[src/rtl/csa_arbiter.sv]
// Two-requester round-robin front end sharing one 64-bit adder.
// Results go into a single output register that can be consumed and refilled in the same cycle.
module csa_arbiter #(
    parameter logic CIN = 1'b0
) (
    input  logic        clk,
    input  logic        rst_n,
    input  logic        req0_valid,
    input  logic [63:0] req0_a,
    input  logic [63:0] req0_b,
    output logic        req0_ready,
    input  logic        req1_valid,
    input  logic [63:0] req1_a,
    input  logic [63:0] req1_b,
    output logic        req1_ready,
    output logic        res_valid,
    output logic [63:0] res_sum,
    output logic        res_cout,
    output logic        res_id,
    input  logic        res_ready,
    output logic [15:0] busy_cnt
);

    // Handshakes: a transfer happens on a rising edge where valid && ready.
    // The ready signals are a combinational function of the two valids, prio and free.
    // A requester must keep its operands stable while valid is high and ready is low.
    typedef enum logic {EMPTY = 1'b0, FULL = 1'b1} state_t;

    state_t      state;
    logic        prio;
    logic        free;
    logic        grant;
    logic        grant_id;
    logic [63:0] op_a;
    logic [63:0] op_b;
    logic [64:0] sum_full;

    assign res_valid = (state == FULL);
    assign free      = (state == EMPTY) || res_ready;

    // Readys are gated by rst_n so that nothing is accepted while reset is asserted.
    always_comb begin
        req0_ready = 1'b0;
        req1_ready = 1'b0;
        if (rst_n && free) begin
            if (req0_valid && (!req1_valid || !prio))
                req0_ready = 1'b1;
            else if (req1_valid)
                req1_ready = 1'b1;
        end
    end

    assign grant    = req0_ready || req1_ready;
    assign grant_id = req1_ready;
    assign op_a     = grant_id ? req1_a : req0_a;
    assign op_b     = grant_id ? req1_b : req0_b;
    assign sum_full = {1'b0, op_a} + {1'b0, op_b} + {64'd0, CIN};

    always_ff @(posedge clk or negedge rst_n) begin
        if (!rst_n) begin
            state    <= EMPTY;
            prio     <= 1'b0;
            res_sum  <= 64'd0;
            res_cout <= 1'b0;
            res_id   <= 1'b0;
            busy_cnt <= 16'd0;
        end else begin
            case (state)
                EMPTY:   if (grant) state <= FULL;
                FULL:    if (res_ready && !grant) state <= EMPTY;
                default: state <= EMPTY;
            endcase
            if (grant) begin
                res_sum  <= sum_full[63:0];
                res_cout <= sum_full[64];
                res_id   <= grant_id;
                prio     <= ~grant_id;
                if (busy_cnt != 16'hFFFF)
                    busy_cnt <= busy_cnt + 16'd1;
            end
        end
    end

endmodule
[config.mk]
export PLATFORM = sky130hd
export DESIGN_NAME = csa_arbiter
export DESIGN_NICKNAME = d
export VERILOG_FILES = /design/src/rtl/csa_arbiter.sv
export SDC_FILE = /design/constraint.sdc
export NUM_CORES = 1
export LEC_CHECK = 0
export ABC_AREA = 1
export BUFFER_PORTS_ARGS = -buffer_cell sky130_fd_sc_hd__buf_4
export CAP_MARGIN = 20
export CORE_ASPECT_RATIO = 1.75
export CORE_MARGIN = 2
export CORE_UTILIZATION = 52
export CTS_CLUSTER_DIAMETER = 60
export DETAILED_ROUTE_END_ITERATION = 16
export GPL_TIMING_DRIVEN = 0
export PLACE_DENSITY = 0.87
export SLEW_MARGIN = 20
export SYNTH_ARGS = -nofsm -noshare
export SYNTH_HDL_FRONTEND = slang
export SYNTH_SLANG_ARGS = --single-unit
[constraint.sdc]
create_clock -name clk -period 3.7 [get_ports clk]
set_input_delay 0.74 -clock clk [delete_from_list [all_inputs] [get_ports clk]]
set_output_delay 0.74 -clock clk [all_outputs]
set_load 0.1 [all_outputs]
# Yosys cells after proc, flatten, opt, wreduce, memory -nomap -nowiden
# Cells that the tools add are included.
# op_classes
add_sub_neg	2
n_eq_ne	1
muxes	10
bitwise_logic	2
n_reduce_logical	10
# ops
operator	count
$mux 64	2
$add 64x64->65	1
$add 16x1->16 const B	1
$ne 16x16->1 const B	1
$mux 1	7
$logic_and 1x1->1	3
$logic_not 1->1	3
$logic_or 1x1->1	3
$not 1->1	2
$pmux 1 s2	1
$reduce_and 2->1	1
# word_totals
regBits	84
output_inout_bits	85
elab_cells	31

# Depth between registers and ports, before layout
# Gate-level depths: netlist (run 1).
# depth
depth_word	10
mapped_depth	25

# Worst setup path after synthesis (run 1)
# OpenSTA, ideal clock, no wires.
# synth_path
kind	register to register
start	reg state, in the netlist res_valid
end	reg res_sum[20]
setup_time_ns	0.120
t_arrival_ns	3.683
t_required_ns	3.580
path_slack_ns	-0.103
stages_incl_launch_ff	21
path_buffers	1
synth_period_minus_slack_ns	3.803
cell_sequence	dfrtp_1 > inv_1 > o21ai_1 > inv_2 > nand3_1 > inv_1 > clkbuf_1 > nand2_1 > nand2_1 > ha_1 > nand2_1 > inv_1 > nand2_1 > nand2_1 > inv_1 > nand2_1 > inv_1 > nand3_2 > or2_2 > nand3_1 > nand2_1
# synth_between
elab_chain_cells	6
elab_cells_between_ends	9
# synth_rtl
item	line	rtl
from (decl)	29	state_t state;
from (signal assigned)	61	state <= EMPTY;
from (signal assigned)	69	EMPTY: if (grant) state <= FULL;
from (signal assigned)	70	FULL: if (res_ready && !grant) state <= EMPTY;
$not 1->1 *	--	
$logic_or 1x1->1 *	39	assign free = (state == EMPTY) || res_ready;
$logic_and 1x1->1 *	45	if (rst_n && free) begin
$mux 1 *	45	
net req1_ready	15	output logic req1_ready,
$mux 64 (on tied branches)	55, 56	
$add 64x64->65	57	assign sum_full = {1'b0, op_a} + {1'b0, op_b} + {64'd0, CIN};
to (signal assigned)	74	res_sum <= sum_full[63:0];
to (decl)	17	output logic [63:0] res_sum,
# Mark *: on every way through the listed nets, which the timed path passes. The rest lies on a longest branch.
# A chain may end at the register's enable or synchronous reset.

# Worst setup path after layout (run 1)
# layout_path
start	in rst_n
end	reg res_sum[53]
# layout_between
elab_chain_cells	4
elab_cells_between_ends	7
# layout_rtl
item	line	rtl
from (decl)	7	input logic rst_n,
$logic_and 1x1->1 *	45	
$mux 1	45	
$mux 64 (on tied branches)	55, 56	
$add 64x64->65	57	
# Every way passes the cells marked *; elsewhere a longest branch is shown, timed or not.

==> flow_summary.toml, run 1 <==
[power_and_ir_drop]
p_per_area_nw_per_um2 = 577
p_int_w = 0.00314
leakage_nw = 8.84
pwr-share-clk_pct = 11.5
vdd_ir_drop_max_v = 0.00106
p_seq_share_pct = 18.2
comb_power_share_pct = 70.3
swShare_pct = 61.1
p_sw_w = 0.00493

[timing]
worst_pin_slew_ps = 544
final.min_clock_period_ps = 3510
timing.fmax_mhz = 285
hold_violations = 0
fin_skew_ps = 6.45
setup_viol = 0
slew_headroom_pct = 63.5
rsz0062_at_grt = "no"
finalWorstSetupSlack_ps = 191
post-route-period-util_pct = 94.8
drv_slew = 0

[place]
pre_cts_ws_ps = -1700
dp_cells = 2608
dpl_cell_area_um2 = 13600
gp_congestion = 1.04
io_buffers = 345
hpwlAfterDp_um = 37300

[die]
die_y_um = 193
die-area_um2 = 21700
ios = 346
coreArea_um2 = 20200
rows = 69
die_width_um = 112
start_util_pct = 52.8

[layout]
finalInstanceArea_um2 = 14000
seq_area_um2 = 2100
layoutNonFillerInstCount = 2624
layout-drive-gt1-share_pct = 18.9
fin_util_pct = 69.3
multi_input_area_um2 = 7160
antenna_cells = 0
fillCellCount = 1878
nets = 2698
area_growth_pct = 31.2

[critical_path]
critPathLaunch = "rst_n"
critPathMaxFanout = 22
critPathArrivalTime_ps = 3730
crit_type = "input pin to flip-flop"
cp.required_ps = 3920
cp-start-kind = "input pin"
timing.rr.start = "res_valid"
cp-end-kind = "flip-flop"
rrSetupSlack_ps = 310

[global_route]
grt_pass1_wl_um = 67000
antenna_found_initial = 0
grt_pass1_vias = 13600
grt-ovfl-total = 0
grt_max_degree = 44
track_usage_pct = 39.9

[routing]
first_iter_violations = 842
vias_per_cell = 5.19
via_count = 13600
drc = 0
dr.pass1.iters = 5
wirelength_um = 44100
ant_nets = 0
wl_per_cell_um = 16.8

[logic_synthesis]
ys.flop_type = "dfrtp_1"
yosysWarnings = 0
synth_top_cell_area_share_pct = 37.8
syn_area_per_cell_um2 = 5.30
synth_edf_count = 0
synth_nets = 2342
netlist_top_cells_count = "nand2_1, inv_1, nor2_1"
synthCells = 2015
synth_largest_area_cell = "nand2_1"
synth-seq-cells = 84
async_flop_share_pct = 100
yosys-top-cells-area = "nand2_1, dfrtp_1, inv_1"
yosysSeqAreaShare_pct = 19.7
ys_types = 31
synthMostInstantiatedCell = "nand2_1"
synth_area_um2 = 10700

[cts]
max-clock-path-buffers = 2
cts_made_buffers = 9
hold_buffers = 0
clock_latency_ps = 340
cts_tree = "yes"
root_buffer = "clkbuf_16"
h-tree-depth = 3
cts_sinks = 84
clk_pin_slew_ps = 60

[status]
status = "finished clean"

[hold_path]
hp-class = "input pin to asynchronous set/reset pin"

[run]
cap_violations = 0
-- layer usage --
| metal | wire (um) | GRT usage [%] | share of wire, % | up-vias |
|---|---|---|---|---|
| met4 | 5590 | 39.7 | 13 | 0 |
| met1 | 14100 | 36.3 | 32 | 5939 |
| met2 | 22100 | 72.6 | 50 | 655 |
| met5 | 0 | 0 | 0 | - |
| met3 | 2280 | 5.01 | 5.2 | 269 |
| li1 | - | - | - | 6750 |
-- power by group through the flow --
stage	Combinational [W]	Clock, W	Sequential, W
2_1_floorplan	0.00167	0	0.00379
3_3_place_gp	0.00554	0	0.00145
3_5_place_dp	0.00559	0	0.00146
4_1_cts	0.00562	0.000930	0.00146
5_1_grt	0.00597	0.000965	0.00150
6_report	0.00568	0.000929	0.00147
-- worst paths after layout --
path / endpoint / depth (start not counted)
worst max-delay path: res_sum[53] / 20
worst min-delay path: busy_cnt[5] / 1
worst max register to register: res_sum[53] / 20
worst min register to register: res_sum[51] / 2
max in group asynchronous: res_sum[18] / 1
min in group clk: res_sum[51] / 2
-- per-stage QoR --
stage          TNS [ps]  hold WS [ps]  power [W]
6_report              0           210    0.00807
5_1_grt               0           210    0.00843
4_1_cts               0           242    0.00801
3_5_place_dp     -90550           464    0.00706
3_3_place_gp     -84150           458    0.00699
2_1_floorplan         0           442    0.00547
-- worst max-delay path, stage by stage --
cell	delay, ps
buf_16	140
o21ai_1	90
inv_2	70
nand3_2	130
buf_6	220
clkbuf_1	230
nand2_1	100
nand2_1	90
ha_1	450
nand2_1	140
nor2_1	240
nand2_1	130
inv_1	80
nand3_1	70
nand3_1	290
nand2_1	140
nand3_1	90
nand2_1	50
nand3_1	130
nand2_1	70
-- placed cells by master (no fill, tap or decap), types with 2 or more instances in the layout --
cell type / netlist / final
nor3_1: 15 / 15
o21ai_1: 9 / 9
or2_2: 2 / 2
ha_1: 65 / 60
nand3b_1: 10 / 10
ha_2: 0 / 5
a21oi_1: 48 / 48
nand3_2: 7 / 9
nor2_2: 15 / 16
dfrtp_1: 84 / 84
nand3_1: 89 / 87
nor3_2: 3 / 3
inv_6: 0 / 2
and2_1: 4 / 4
nand4_1: 17 / 17
buf_4: 2 / 346
clkinv_4: 0 / 2
xor2_1: 13 / 13
buf_6: 0 / 2
nand2_2: 15 / 17
nor3_4: 2 / 2
clkbuf_1: 15 / 11
clkbuf_4: 0 / 2
nand2_1: 1074 / 1072
inv_2: 3 / 3
clkbuf_2: 0 / 2
clkbuf_16: 0 / 10
xnor2_1: 24 / 24
buf_2: 22 / 19
buf_1: 3 / 2
o21ai_0: 29 / 29
inv_1: 330 / 330
nor2_1: 110 / 109
-- cell families (layout without fill, tap and decap cells) --
family | count (synthesis) | in the layout | share of synthesized area, %
buffers and inverters | 375 | 736 | 13.5
flip-flops | 84 | 84 | 19.7
AND/OR/NAND/NOR | 1365 | 1365 | 51.8
AO/OA/AOI/OAI | 88 | 88 | 4.17
XOR/XNOR | 37 | 37 | 3.04
adder cells (fa/ha/maj) | 66 | 66 | 7.81
-- timing repair --
action                                 in CTS  in global routing
endpoints found under the hold margin       0                  0
pin swaps                                   0                  0
cloned                                      1                  1
setup endpoints to repair                  65                 41
resized for setup                          10                 15
buffers inserted                            0                  0
-- state kept, by name (all words and copies together) (netlist names) --
signal	flops
res_sum	64
busy_cnt	16
prio	1
res_cout	1
res_id	1
res_valid	1
-- cell type report --
cell class,count,share of cell area [%]
plain buffers,40,1.47
multi-input cells,1556,51.1
well taps,248,2.22
flip-flops and latches,84,15.0
clock inverters,6,0.500
inverters,333,8.93
repair buffers,347,19.0
clock buffers,10,1.71
(Power assumes the default switching activity.)
==> run 2, diff against run 1 <==
--- a/config.mk
+++ b/config.mk
@@ -9,8 +9,8 @@
 export BUFFER_PORTS_ARGS = -buffer_cell sky130_fd_sc_hd__buf_4
 export CAP_MARGIN = 20
 export CORE_ASPECT_RATIO = 1.75
-export CORE_MARGIN = 2
 export CORE_UTILIZATION = 52
+export CTS_BUF_LIST = sky130_fd_sc_hd__clkbuf_4
 export CTS_CLUSTER_DIAMETER = 60
 export DETAILED_ROUTE_END_ITERATION = 16
 export GPL_TIMING_DRIVEN = 0
==> flow_summary.toml, run 2 (synthesis results as in run 1) <==
[critical_path]
path_cells = "inv_1 > o21ai_1 > inv_2 > nand3_2 > buf_6 > clkbuf_1 > nand2_1 > nand2_2 > ha_1 > nand3_1 > nand3_2 > nand2_1 > nand2_2 > xnor2_1 > o21ai_0"
cp-start-kind = "flip-flop"
cp.required_ps = 4030
timing.rr.start = "res_valid"
critPathLaunch = "res_valid"
critPathArrivalTime_ps = 4000
cp.depth = 15
r2r-end = "res_sum[7]"
worstRegToRegCells = 15
path_delay_family = "simple AND/OR/NAND/NOR gates"
crit_slowest_cell = "xnor2_1"
endpoint = "res_sum[7]"
critPathMaxFanout = 10
rrSetupSlack_ps = 30
path_buf_inv = 4
slowest_delay_ps = 710
cp-end-kind = "flip-flop"
crit_type = "flip-flop to flip-flop"

[cts]
cts_made_buffers = 9
hold_buffers = 0
max-clock-path-buffers = 2
post_cts_buffers = 0
h-tree-depth = 3
root_buffer = "clkbuf_4"
clock_latency_ps = 480
cts_tree = "yes"
clk_pin_slew_ps = 130
cts_sinks = 84

[die]
ios = 346
coreArea_um2 = 20200
rows = 69
die_width_um = 110
die_y_um = 191
start_util_pct = 52.8
die-area_um2 = 21100

[power_and_ir_drop]
leakage_nw = 8.81
total_power_w = 0.00789
vdd_ir_drop_max_v = 0.00118
p_per_area_nw_per_um2 = 565

[place]
hpwlAfterDp_um = 38200
io_buffers = 345
dp_cells = 2608
gp_congestion = 1.10
dpl_cell_area_um2 = 13600

[routing]
wl_per_cell_um = 17.9
ant_nets = 0
first_iter_violations = 909
drc = 0
dr.pass1.iters = 5
wirelength_um = 47000
via_count = 13900
vias_per_cell = 5.30

[layout]
seq_area_um2 = 2100
finalInstanceArea_um2 = 14000
layout_commonest_cell = "nand2_1"
largestRegisters = "res_sum: 64 flops, busy_cnt: 16 flops"
layout_common_cells = "nand2_1, buf_4, inv_1, nor2_1, nand3_1"
fillCellCount = 1911
area_growth_pct = 30.8
layout-drive-gt1-share_pct = 19.6
regMostFlops = "res_sum"
antenna_cells = 0
multi_input_area_um2 = 7240
layoutNonFillerInstCount = 2625
largest_reg_flops = 64
nets = 2699

[timing]
hold_violations = 0
worst_pin_slew_ps = 897
slew_headroom_pct = 39.8
timing.fmax_mhz = 272
drv_slew = 0
post-route-period-util_pct = 99.2
setup_viol = 0
fin_skew_ps = 19.1
final.min_clock_period_ps = 3670
tns_ps = 0

[global_route]
grt-ovfl-total = 0
grt_pass1_wl_um = 69000
grt_pass1_vias = 13300
grt_max_degree = 44
antenna_found_initial = 1
track_usage_pct = 45.3

[run]
cap_violations = 0

[hold_path]
hp-class = "input pin to asynchronous set/reset pin"

[status]
status = "finished clean"
## run 2: power by group
part           leakage (nW)  switching [W]  total, W  internal, W
Combinational          7.70        0.00444   0.00581      0.00136
Sequential             1.03       0.000226   0.00146      0.00124
Clock                0.0842       0.000339  0.000620     0.000281
Total                  8.81        0.00501   0.00789      0.00288
## run 2: through the flow
stage / hold WS (ps) / setup WS [ps] / util [%]
after floorplan: 442 / 200 / -
after global routing: 58.3 / -60.4 / 69.1
after detailed placement: 461 / -1720 / 67.2
after CTS: 106 / 1.60 / 68.4
after global placement: 455 / -1620 / 67.2
final: 64.0 / 29.6 / 69.1
## run 2: worst min-delay path by stage
| stage | start | cells after the start | slack, ps | end |
|---|---|---|---|---|
| 3_3_place_gp | prio | 2 | 450 | prio |
| 4_1_cts | rst_n | 1 | 110 | res_sum[21] |
| 3_5_place_dp | res_sum[1] | 2 | 460 | res_sum[1] |
| 2_1_floorplan | rst_n | 0 | 440 | busy_cnt[0] |
| 6_report | rst_n | 1 | 60 | res_sum[19] |
| 5_1_grt | rst_n | 1 | 60 | res_sum[19] |
## run 2: area by class of cell
type | count | share of cell area, %
multi-input cells | 1556 | 51.8
repair buffers | 347 | 19.1
flip-flops and latches | 84 | 15.1
inverters | 333 | 8.95
well taps | 248 | 2.22
plain buffers | 41 | 1.64
clock inverters | 6 | 0.636
clock buffers | 10 | 0.538
## run 2: layer usage
metal	routed length, um	share of wire [%]	global-route usage (%)
met1	14500	31	40.2
met2	22800	49	76.3
met3	3470	7.4	12.0
met4	6260	13	50.1
met5	15	0.032	0
## run 2: repair_timing
item / 4_1_cts / 5_1_grt
setup endpoints to repair: 64 / 51
gates cloned: 1 / 1
resized for setup: 12 / 47
pin swaps: 0 / 1
